<file path="src/rtl/ex_muldiv_seq_if.sv">
// Bundle between the EX stage and the RV32M multiply/divide sequencer.
// The pipeline acts as master: it issues the M-op and the flush, and it observes busy/done/result.
interface ex_muldiv_seq_if #(
    parameter int XLEN = 32
);
    // Handshake: the pipeline raises md_start and keeps the operands stable while md_busy is high.
    // The op completes in the single cycle where md_done=1, and md_result is valid in that cycle.
    // md_flush drops any accepting or in-flight op.
    logic            md_start;
    logic [2:0]      md_func3;
    logic [XLEN-1:0] md_op_a;
    logic [XLEN-1:0] md_op_b;
    logic            md_flush;
    logic            md_busy;
    logic            md_done;
    logic [XLEN-1:0] md_result;

    modport master (
        output md_start,
        output md_func3,
        output md_op_a,
        output md_op_b,
        output md_flush,
        input  md_busy,
        input  md_done,
        input  md_result
    );

    modport slave (
        input  md_start,
        input  md_func3,
        input  md_op_a,
        input  md_op_b,
        input  md_flush,
        output md_busy,
        output md_done,
        output md_result
    );
endinterface

</file>
<file path="src/rtl/ex_muldiv_seq.sv">
// Iterative RV32M mul/div sequencer: 1 bit per cycle, with a shared shift-add / restoring-divide datapath.
// Define MD_EARLY_OUT_EN to retire divide-by-zero and signed overflow at the accept edge.
module ex_muldiv_seq (
    input  logic                 clk,
    input  logic                 rst,
    ex_muldiv_seq_if.slave       md_if,
    output logic [1:0]           dbg_state_o
);
    localparam int XLEN = 32;

    localparam logic [2:0] F_MUL    = 3'b000;
    localparam logic [2:0] F_MULH   = 3'b001;
    localparam logic [2:0] F_MULHSU = 3'b010;
    localparam logic [2:0] F_DIV    = 3'b100;
    localparam logic [2:0] F_REM    = 3'b110;

    typedef enum logic [1:0] {
        S_IDLE = 2'd0,
        S_CALC = 2'd1,
        S_FIX  = 2'd2,
        S_DONE = 2'd3
    } state_e;

    state_e          state_q;
    logic [4:0]      cnt_q;
    logic [2:0]      func3_q;
    logic [XLEN-1:0] hi_q;
    logic [XLEN-1:0] lo_q;
    logic [XLEN-1:0] b_q;
    logic            neg_q;
    logic            neg_rem_q;
    logic            spec_q;
    logic [XLEN-1:0] spec_res_q;
    logic [XLEN-1:0] result_q;
    logic            done_q;

    // Accept-time decode, on the raw operands presented by EX
    logic            acc_a_signed;
    logic            acc_b_signed;
    logic            acc_sign_a;
    logic            acc_sign_b;
    logic [XLEN-1:0] acc_mag_a;
    logic [XLEN-1:0] acc_mag_b;
    logic            acc_div_zero;
    logic            acc_div_ovf;
    logic            acc_spec;
    logic [XLEN-1:0] acc_spec_res;

    always_comb begin
        acc_a_signed = md_if.md_func3 inside {F_MUL, F_MULH, F_MULHSU, F_DIV, F_REM};
        acc_b_signed = md_if.md_func3 inside {F_MUL, F_MULH, F_DIV, F_REM};
        acc_sign_a   = acc_a_signed & md_if.md_op_a[XLEN-1];
        acc_sign_b   = acc_b_signed & md_if.md_op_b[XLEN-1];
        acc_mag_a    = acc_sign_a ? (~md_if.md_op_a + 32'd1) : md_if.md_op_a;
        acc_mag_b    = acc_sign_b ? (~md_if.md_op_b + 32'd1) : md_if.md_op_b;
        acc_div_zero = md_if.md_func3[2] && (md_if.md_op_b == 32'd0);
        acc_div_ovf  = (md_if.md_func3 inside {F_DIV, F_REM}) &&
                       (md_if.md_op_a == 32'h8000_0000) &&
                       (md_if.md_op_b == 32'hFFFF_FFFF);
        acc_spec     = acc_div_zero | acc_div_ovf;
        // A set func3[1] selects REM/REMU among the divide ops
        if (acc_div_zero) begin
            acc_spec_res = md_if.md_func3[1] ? md_if.md_op_a : 32'hFFFF_FFFF;
        end else begin
            acc_spec_res = md_if.md_func3[1] ? 32'd0 : 32'h8000_0000;
        end
    end

    // One iteration of the datapath. hi_q holds the accumulator or remainder.
    // lo_q holds the multiplier or the dividend, shifting out as quotient bits shift in.
    logic [XLEN:0]   mul_sum;
    logic [XLEN-1:0] mul_hi_d;
    logic [XLEN-1:0] mul_lo_d;
    logic [XLEN-1:0] div_shift;
    logic [XLEN-1:0] div_sub;
    logic            div_ge;
    logic [XLEN-1:0] div_hi_d;
    logic [XLEN-1:0] div_lo_d;

    always_comb begin
        mul_sum   = {1'b0, hi_q} + (lo_q[0] ? {1'b0, b_q} : 33'd0);
        mul_hi_d  = mul_sum[XLEN:1];
        mul_lo_d  = {mul_sum[0], lo_q[XLEN-1:1]};
        // Partial remainder is 33 bits wide; a set top bit already exceeds any 32-bit divisor
        div_shift = {hi_q[XLEN-2:0], lo_q[XLEN-1]};
        div_ge    = hi_q[XLEN-1] | (div_shift >= b_q);
        div_sub   = div_shift - b_q;
        div_hi_d  = div_ge ? div_sub : div_shift;
        div_lo_d  = {lo_q[XLEN-2:0], div_ge};
    end

    // Sign fix-up and result selection
    logic [2*XLEN-1:0] prod_s;
    logic [XLEN-1:0]   mul_res;
    logic [XLEN-1:0]   quo_s;
    logic [XLEN-1:0]   rem_s;
    logic [XLEN-1:0]   div_res;
    logic [XLEN-1:0]   fix_res;

    always_comb begin
        prod_s  = neg_q ? (~{hi_q, lo_q} + 64'd1) : {hi_q, lo_q};
        mul_res = (func3_q == F_MUL) ? prod_s[XLEN-1:0] : prod_s[2*XLEN-1:XLEN];
        quo_s   = neg_q ? (~lo_q + 32'd1) : lo_q;
        rem_s   = neg_rem_q ? (~hi_q + 32'd1) : hi_q;
        div_res = func3_q[1] ? rem_s : quo_s;
        if (spec_q) begin
            fix_res = spec_res_q;
        end else begin
            fix_res = func3_q[2] ? div_res : mul_res;
        end
    end

    always_ff @(posedge clk) begin
        if (rst) begin
            state_q    <= S_IDLE;
            cnt_q      <= 5'd0;
            func3_q    <= 3'd0;
            hi_q       <= '0;
            lo_q       <= '0;
            b_q        <= '0;
            neg_q      <= 1'b0;
            neg_rem_q  <= 1'b0;
            spec_q     <= 1'b0;
            spec_res_q <= '0;
            result_q   <= '0;
            done_q     <= 1'b0;
        end else begin
            done_q <= 1'b0;
            if (md_if.md_flush) begin
                state_q <= S_IDLE;
            end else begin
                case (state_q)
                    S_IDLE: begin
                        if (md_if.md_start) begin
                            func3_q    <= md_if.md_func3;
                            hi_q       <= '0;
                            lo_q       <= acc_mag_a;
                            b_q        <= acc_mag_b;
                            neg_q      <= acc_sign_a ^ acc_sign_b;
                            neg_rem_q  <= acc_sign_a;
                            spec_q     <= acc_spec;
                            spec_res_q <= acc_spec_res;
                            cnt_q      <= 5'd0;
`ifdef MD_EARLY_OUT_EN
                            if (acc_spec) begin
                                result_q <= acc_spec_res;
                                done_q   <= 1'b1;
                                state_q  <= S_DONE;
                            end else begin
                                state_q  <= S_CALC;
                            end
`else
                            state_q    <= S_CALC;
`endif
                        end
                    end
                    S_CALC: begin
                        if (func3_q[2]) begin
                            hi_q <= div_hi_d;
                            lo_q <= div_lo_d;
                        end else begin
                            hi_q <= mul_hi_d;
                            lo_q <= mul_lo_d;
                        end
                        cnt_q <= cnt_q + 5'd1;
                        if (cnt_q == 5'd31) begin
                            state_q <= S_FIX;
                        end
                    end
                    S_FIX: begin
                        result_q <= fix_res;
                        done_q   <= 1'b1;
                        state_q  <= S_DONE;
                    end
                    default: begin
                        state_q <= S_IDLE;
                    end
                endcase
            end
        end
    end

    assign md_if.md_busy   = md_if.md_start & ~done_q & ~md_if.md_flush;
    assign md_if.md_done   = done_q;
    assign md_if.md_result = result_q;
    assign dbg_state_o     = state_q;

endmodule

</file>
<file path="src/flat_wrapper.sv">
// flat-port wrapper written by rule: the top's interface ports become plain ports
module ex_muldiv_seq_flat 
  (clk, rst, dbg_state_o, md_if_md_start, md_if_md_func3, md_if_md_op_a, md_if_md_op_b, md_if_md_flush, md_if_md_busy, md_if_md_done, md_if_md_result);
  ex_muldiv_seq_if #(.XLEN(32)) md_if_i ();
  input  logic clk;
  input  logic rst;
  output logic [1:0] dbg_state_o;
  input wire logic [$bits(md_if_i.md_start)-1:0] md_if_md_start;
  input wire logic [$bits(md_if_i.md_func3)-1:0] md_if_md_func3;
  input wire logic [$bits(md_if_i.md_op_a)-1:0] md_if_md_op_a;
  input wire logic [$bits(md_if_i.md_op_b)-1:0] md_if_md_op_b;
  input wire logic [$bits(md_if_i.md_flush)-1:0] md_if_md_flush;
  output wire logic [$bits(md_if_i.md_busy)-1:0] md_if_md_busy;
  output wire logic [$bits(md_if_i.md_done)-1:0] md_if_md_done;
  output wire logic [$bits(md_if_i.md_result)-1:0] md_if_md_result;
  assign md_if_i.md_start = md_if_md_start;
  assign md_if_i.md_func3 = md_if_md_func3;
  assign md_if_i.md_op_a = md_if_md_op_a;
  assign md_if_i.md_op_b = md_if_md_op_b;
  assign md_if_i.md_flush = md_if_md_flush;
  assign md_if_md_busy = md_if_i.md_busy;
  assign md_if_md_done = md_if_i.md_done;
  assign md_if_md_result = md_if_i.md_result;
  ex_muldiv_seq u_core (.clk(clk), .rst(rst), .md_if(md_if_i), .dbg_state_o(dbg_state_o));
endmodule
</file>
<file path="config.mk">
export PLATFORM = sky130hd
export DESIGN_NAME = ex_muldiv_seq_flat
export DESIGN_NICKNAME = d
export VERILOG_FILES = /design/src/rtl/ex_muldiv_seq_if.sv /design/src/rtl/ex_muldiv_seq.sv /design/src/flat_wrapper.sv
export SDC_FILE = /design/constraint.sdc
export NUM_CORES = 1
export LEC_CHECK = 0
export BUFFER_PORTS_ARGS = -buffer_cell sky130_fd_sc_hd__buf_2
export CELL_PAD_IN_SITES_DETAIL_PLACEMENT = 1
export CELL_PAD_IN_SITES_GLOBAL_PLACEMENT = 1
export CORE_MARGIN = 1
export CORE_UTILIZATION = 45
export DETAILED_ROUTE_END_ITERATION = 8
export GPL_ROUTABILITY_DRIVEN = 0
export PLACE_DENSITY_LB_ADDON = 0.1
export SLEW_MARGIN = 20
export SYNTH_ARGS = -nofsm -noshare
export SYNTH_HDL_FRONTEND = slang
export SYNTH_SLANG_ARGS = --single-unit
export TNS_END_PERCENT = 100
</file>
<file path="constraint.sdc">
create_clock -name clk -period 6.6 [get_ports clk]
set_input_delay 0 -clock clk [delete_from_list [all_inputs] [get_ports clk]]
set_output_delay 0 -clock clk [all_outputs]
set_load 0.01 [all_outputs]
</file>
==> impl_results.md, run 1 <==
- Total negative setup slack: 0 ns
- DRC Markers: 0
- Fin. Hold Viols: 0
- Dpl hpwl: approximately 45 mm
- Fin crit share: 0.645
- Clock buffer depth: 2
- Layout cells sized above 1: 0.119
- CP top delay family: compound AO/OA/AOI/OAI gates
- Fin. max-slew vios: 0
- Crit path launch type: flip-flop
- Nets: 2336
- Total number of vias: roughly 17000
- I/O Buffers: about 110
- Slew HR: 0.244
- Final Setup Violations: 0
- Asr flop ratio synth: 0
- Total gr overflow: 0
- First-pass GRT wire length: approximately 96 mm
- Slowest cell on crit path: inv_1
- CP Capture Type: flip-flop
- Post-synth EDFFs: 0
- Clock skew: around 0.019 ns
- Diode count: 0
- Post-DR vias/cell: between 6 and 7
- Number of max-cap violations: 0
- Largest net degree at the start of global routing: 72
- Outcome: complete, no violations
- Num CTS Buffers: 17
- Critical path class: flip-flop to flip-flop
- Final min period: ~4.3 ns
- Syn avg cell area: between 7 and 8 um2
- Crit-path max FO: 19
- Clock Sinks: 174
- Crit path buf inv count: 2
- # Post-CTS Setup Buffers: 0
- CTS Root Cell: clkbuf_16
- IO Count: about 110
- Initial core utilization: 0.456
- Distinct cells, synth: 87
- DIE AREA: 0.0357 mm2
- CTS clk-pin slew, worst paths: approximately 0.080 ns
- Syn nets: approximately 2300
- Achievable Freq: between 200 and 250 MHz
- Hold Path Class: input pin to flip-flop
- Mapped Cells: between 2000 and 2500
- Register area share after synthesis: 0.222
- Row count: 68
- PD cells: around 170 mW/mm2
- Max stage delay on crit path: about 0.4 ns
- CP Data Arrival Time: ~4.6 ns
- Core area: between 0.03 and 0.04 mm2
- Critical Path, Cell by Cell: inv_1 -> buf_4 -> nor2_1 -> ha_1 -> a21o_1 -> a31o_2 -> a221o_1 -> o2bb2ai_1 -> a41o_1 -> a221oi_1 -> o21a_1 -> mux2_2 -> o41ai_1
- Post-DRT Antenna Nets: 0
- Mapped Area: 0.0157 mm2
- CTS Hold Bufs: 56
- Vias in the first global route: 16400
- H-tree depth: 4
- CTS tree: yes
- Routed WL: approximately 62 mm
- Setup WS pre-CTS: 2.39 ns
- Initial antenna violation count: 0
- #FFs+latches synth: roughly 170
- Worst Path Required: between 6 and 7 ns
- Pleak: roughly 0.0067 uW
- Worst-Skew Late Latency: ~0.48 ns
- Drt first pass iters: 7
- Actual slew at the worst max-slew pin: ~1.1 ns
- # resized after CTS: 0
- Die H: around 190 um
- VDD IR-drop max: a little under 0.0002 V
- Synth warn: 0
- Fill cell count: approximately 4300
- Final Worst Setup Slack: 2.34 ns
- Die Wd: about 190 um
- Most common flop cell mapped by yosys: dfxtp_1
- Layout Area Growth over Synthesis: 11.0%
- GR Util All Layers: 0.346
- RSZ-0062 raised after global routing: no
- Wirelength per Cell: 23.3 um
- Initial DRC count: approximately 1500
[metrics by stage]
step	total power (uW)	hold slack, ns	util	instance area, um2	instances
floorplan	1660	0.134	-	15700	2151
detailed placement	1910	0.293	0.472	16300	2569
finish	3020	0.0149	0.506	17400	2657
global placement	1900	0.275	0.472	16300	2569
global route	3130	0.0260	0.506	17400	2657
CTS	3010	0.00283	0.506	17400	2657
[synth_stat cells, types with 14 or more instances]
library cell,number,area share
nand2_1,260,0.062
dfxtp_1,174,0.22
inv_1,66,0.016
mux2i_1,35,0.022
a31oi_1,14,0.0056
nor4_1,15,0.0060
a22oi_1,14,0.0067
ha_1,74,0.059
nor2b_1,14,0.0056
o31ai_1,33,0.016
nand3_1,24,0.0076
nand4_1,25,0.010
nand2b_1,31,0.012
a21oi_1,168,0.054
clkbuf_1,135,0.032
a21oi_2,30,0.017
nor3_1,51,0.016
nand3_2,30,0.019
o21ai_0,157,0.050
xor2_1,91,0.051
or3_1,19,0.0076
nand3b_1,19,0.0091
or4_1,17,0.0081
o211ai_1,37,0.018
a211oi_1,43,0.021
xnor2_1,99,0.055
nor2_1,197,0.047
o41ai_1,15,0.0084
or2b_1,14,0.0067
a21o_1,33,0.016
and3_1,16,0.0064
[report_power, final]
| group | total (uW) | leakage, uW | internal (uW) | switching (uW) |
|---|---|---|---|---|
| Sequential | 1130 | 0.00141 | 1080 | 50.8 |
| Clock | 1080 | 0.000287 | 558 | 518 |
| Combinational | 806 | 0.00500 | 277 | 529 |
[path summary, 6_finish.rpt]
check                                  startpoint               to  slack [ns]  cells after the start
worst max-delay path               u_core.lo_q[0]  u_core.hi_q[28]        2.34                     13
worst min-delay path            md_if_md_op_a[16]  u_core.lo_q[16]        0.01                      4
worst max register to register     u_core.lo_q[0]  u_core.hi_q[28]        2.34                     13
worst min register to register     u_core.b_q[31]   u_core.b_q[31]        0.46                      2
[tightest hold or removal path: cells and delay by family]
family | cells | cell delay, ns
xor gates and xnor gates | 1 | 0.08
buffers and inverters | 1 | 0.14
AOI/OAI and AO/OA | 2 | 0.22
[cells by family (layout without fill, tap and decap cells)]
group | count (synthesis) | count (layout) | synth area share
AOI/OAI and AO/OA | 658 | 658 | 0.272
xor gates and xnor gates | 190 | 190 | 0.106
adders and majority gates | 76 | 76 | 0.0615
buffers and inverters | 235 | 286 | 0.0650
DFF | 174 | 174 | 0.222
muxes | 39 | 39 | 0.0252
and+or+nand+nor | 779 | 779 | 0.249
[final cells by class]
class,instances,area [um2],share of cell area
timing repair buffer,188,1290,0.0742
clock buffer,19,454,0.0261
sequential,174,3490,0.200
multi-input combinational,1742,11200,0.645
inverter,66,248,0.0142
tap,455,569,0.0327
clock inverter,13,140,0.00804
[layout by cell type (no fill, tap or decap), types with 43 or more instances in the layout]
master / instances
xor2_1: 91
buf_2: 105
nand2_1: 260
ha_1: 73
o21ai_0: 157
dlygate4sd3_1: 56
xnor2_1: 99
nor2_1: 195
inv_1: 66
dfxtp_1: 172
a211oi_1: 43
a21oi_1: 167
nor3_1: 50
[flip-flops by register name, summed over array words and instances (netlist names)]
signal / cells
u_core.b_q: 32
u_core.cnt_q: 5
u_core.dbg_state_o: 2
u_core.func3_q: 3
u_core.hi_q: 32
u_core.lo_q: 32
u_core.md_if.md_done: 1
u_core.md_if.md_result: 32
u_core.neg_q: 1
u_core.neg_rem_q: 1
u_core.spec_q: 1
u_core.spec_res_q: 32
[per-layer routing]
layer	track usage	vias to the layer above	routed length, um
met3	0.0479	81	4030
li1	-	7792	-
met2	0.540	576	27400
met5	0	-	0
met4	0.0850	0	1200
met1	0.499	8210	29400
(Power assumes the default switching activity.)
==> run 2: changes to the inputs <==
Clock period 6.6 ns to 4.3 ns, I/O delays scaled along.
==> run 2 against run 1 <==
Cell count is 0.41% higher; largest power group unchanged; clock skew decreased by 0.0057 ns; highest routed layer unchanged; global-route usage down 0.45 points; core utilization increased by 0.19 points; sequential power rose by 55%; first-iteration DRC count fell by 8.4%; hold slack lost 0.0082 ns; sequential share of layout area fell by 0.074 points; combinational power grew 53%; non-clock buffer count up 11; clock-buffer cell count up 1.
==> impl_results.md, run 2 (synthesis gave the netlist of run 1 again) <==
- # Post-CTS Setup Buffers: 0 (unchanged)
- Fin. max-slew vios: 0 (unchanged)
- Crit-path max FO: 17 (-2)
- DIE AREA: 0.0357 mm2 (unchanged)
- I/O Buffers: 106 (unchanged)
- CTS Hold Bufs: 41 (-27%)
- Layout Area Growth over Synthesis: 11.4%
- Critical path class: flip-flop to flip-flop
- Post-DRT Antenna Nets: 0 (unchanged)
- CTS Root Cell: clkbuf_16
- IO Count: 107 (unchanged)
- CTS tree: yes
- Worst-Skew Late Latency: 0.47 ns (about the same)
- Clock buffer depth: 2 (unchanged)
- Final min period: 3.96 ns (-0.295 ns)
- Post-DR vias/cell: 6.25 (-0.30%)
- Actual slew at the worst max-slew pin: 1.08 ns (-0.0518 ns)
- Clock skew: 0.0131 ns (-0.00573 ns)
- Dpl hpwl: 45.5 mm (+1.2%)
- Wirelength per Cell: 22.9 um (-2.1%)
- Nets: 2347 (+0.47%)
- # resized after CTS: 0 (unchanged)
- Initial DRC count: 1342 (-8.4%)
- CTS clk-pin slew, worst paths: 0.07 ns (about the same)
- Initial core utilization: 0.456 (unchanged)
- Clock Sinks: 174 (unchanged)
- Reg-to-reg critical path startpoint: u_core.lo_q[0]
- Routed WL: 61.0 mm (-1.7%)
- Vias in the first global route: 16400 (+0.22%)
- Core area: 0.0345 mm2 (unchanged)
- First-pass GRT wire length: 95.6 mm (-0.54%)
- Row count: 68 (unchanged)
- Worst Hold Launch: md_if_md_op_b[14]
- Achievable Freq: 252 MHz (+7.4%)
- Outcome: complete, no violations
- Hold Path Class: input pin to flip-flop
- Commonest non-fill, non-tap cell in the layout: nand2_1
- Final Setup Violations: 0 (unchanged)
- Initial antenna violation count: 0 (unchanged)
- Total number of vias: 16700 (+0.11%)
- Layout cells sized above 1: 0.131 (+0.0112)
- Die Wd: 189 um (unchanged)
- Launch point of the worst path: u_core.lo_q[0]
- Number of max-cap violations: 0 (unchanged)
- Largest net degree at the start of global routing: 101 (+40%)
- Setup WS pre-CTS: 0.379 ns (-2.01 ns)
- Placed Instances: 2595 (+1.0%)
- Util after Layout: 0.508 (+0.00189)
- Worst Path Required: 4.66 ns (-2.30 ns)
- Diode count: 0 (unchanged)
- Num CTS Buffers: 17 (unchanged)
- Pleak: 0.00676 uW (+0.95%)
- Drt first pass iters: 5 (-2)
- VDD IR-drop max: 0.000278 V (+44%)
- Final Worst Setup Slack: 0.338 ns (-2.01 ns)
- Die H: 189 um (unchanged)
- GR Util All Layers: 0.342 (-0.00446)
- CP Data Arrival Time: 4.32 ns (-0.30 ns)
- DRC Markers: 0 (unchanged)
- Total gr overflow: 0 (unchanged)
- Fin. Hold Viols: 0 (unchanged)
- RSZ-0062 raised after global routing: no
- Fin crit share: 0.921 (+0.276)
- Crit path launch type: flip-flop
- H-tree depth: 4 (unchanged)
- Most frequent cells in the layout: 260 x nand2_1, 195 x nor2_1, 172 x dfxtp_1, 167 x a21oi_1, 157 x o21ai_0
- PD cells: 262 mW/mm2 (+51%)
- CP Capture Type: flip-flop
- Total negative setup slack: 0 ns (unchanged)
- Post-route insts no fill: 2668 (+0.41%)
- Slew HR: 0.276 (+0.0319)
-- run 2: cell count changes in the layout (fill, tap and decap cells not counted) --
cell | previous run | this run
clkinv_4 | 1 | 6
clkbuf_8 | 0 | 2
inv_8 | 3 | 0
clkinv_8 | 0 | 1
buf_4 | 26 | 50
clkinvlp_4 | 2 | 1
clkbuf_16 | 18 | 17
dlygate4sd3_1 | 56 | 41
inv_6 | 6 | 3
buf_12 | 0 | 2
-- run 2: final timing paths --
| path | endpoint | slack [ns] | depth (start not counted) |
|---|---|---|---|
| worst max-delay path | u_core.hi_q[28] | 0.34 | 13 |
| worst min-delay path | u_core.b_q[14] | 0.007 | 3 |
| worst max register to register | u_core.hi_q[28] | 0.34 | 13 |
| worst min register to register | u_core.b_q[31] | 0.46 | 2 |
-- run 2: area by class of cell --
class,instances,area (um2)
timing repair buffer,199,1360
inverter,66,248
clock buffer,20,457
clock inverter,12,133
sequential,174,3490
multi-input combinational,1742,11200
tap,455,569
fill,4361,17000
-- run 2: worst max-delay path, stage by stage (launching register included) --
cell and delay (ns):
dfxtp_1 0.47, inv_1 0.14, buf_4 0.23, nor2_1 0.13, ha_1 0.32, a21o_1 0.22, a31o_2 0.23, a221o_1 0.35
o2bb2ai_1 0.20, a41o_1 0.30, a221oi_1 0.43, o21a_1 0.21, mux2_2 0.34, o41ai_1 0.27
-- run 2: through the flow --
step                total power, uW  instance area, um2  hold slack (ns)
floorplan                      2540               15700            0.134
global placement               2930               16500            0.292
detailed placement             2950               16500            0.288
CTS                            4570               17500          0.00100
global route                   4780               17500           0.0166
finish                         4580               17500          0.00674
-- run 2: power by group --
part           switching, uW  total [uW]  internal, uW
Combinational            802        1230           432
Clock                    757        1600           845
Sequential              84.8        1750          1660
Total                   1640        4580          2940
-- run 2: metal layers --
metal  track usage  routed length (um)
met1         0.504               29700
met2         0.513               26400
met3        0.0449                3460
met4         0.101                1530
met5             0                   0
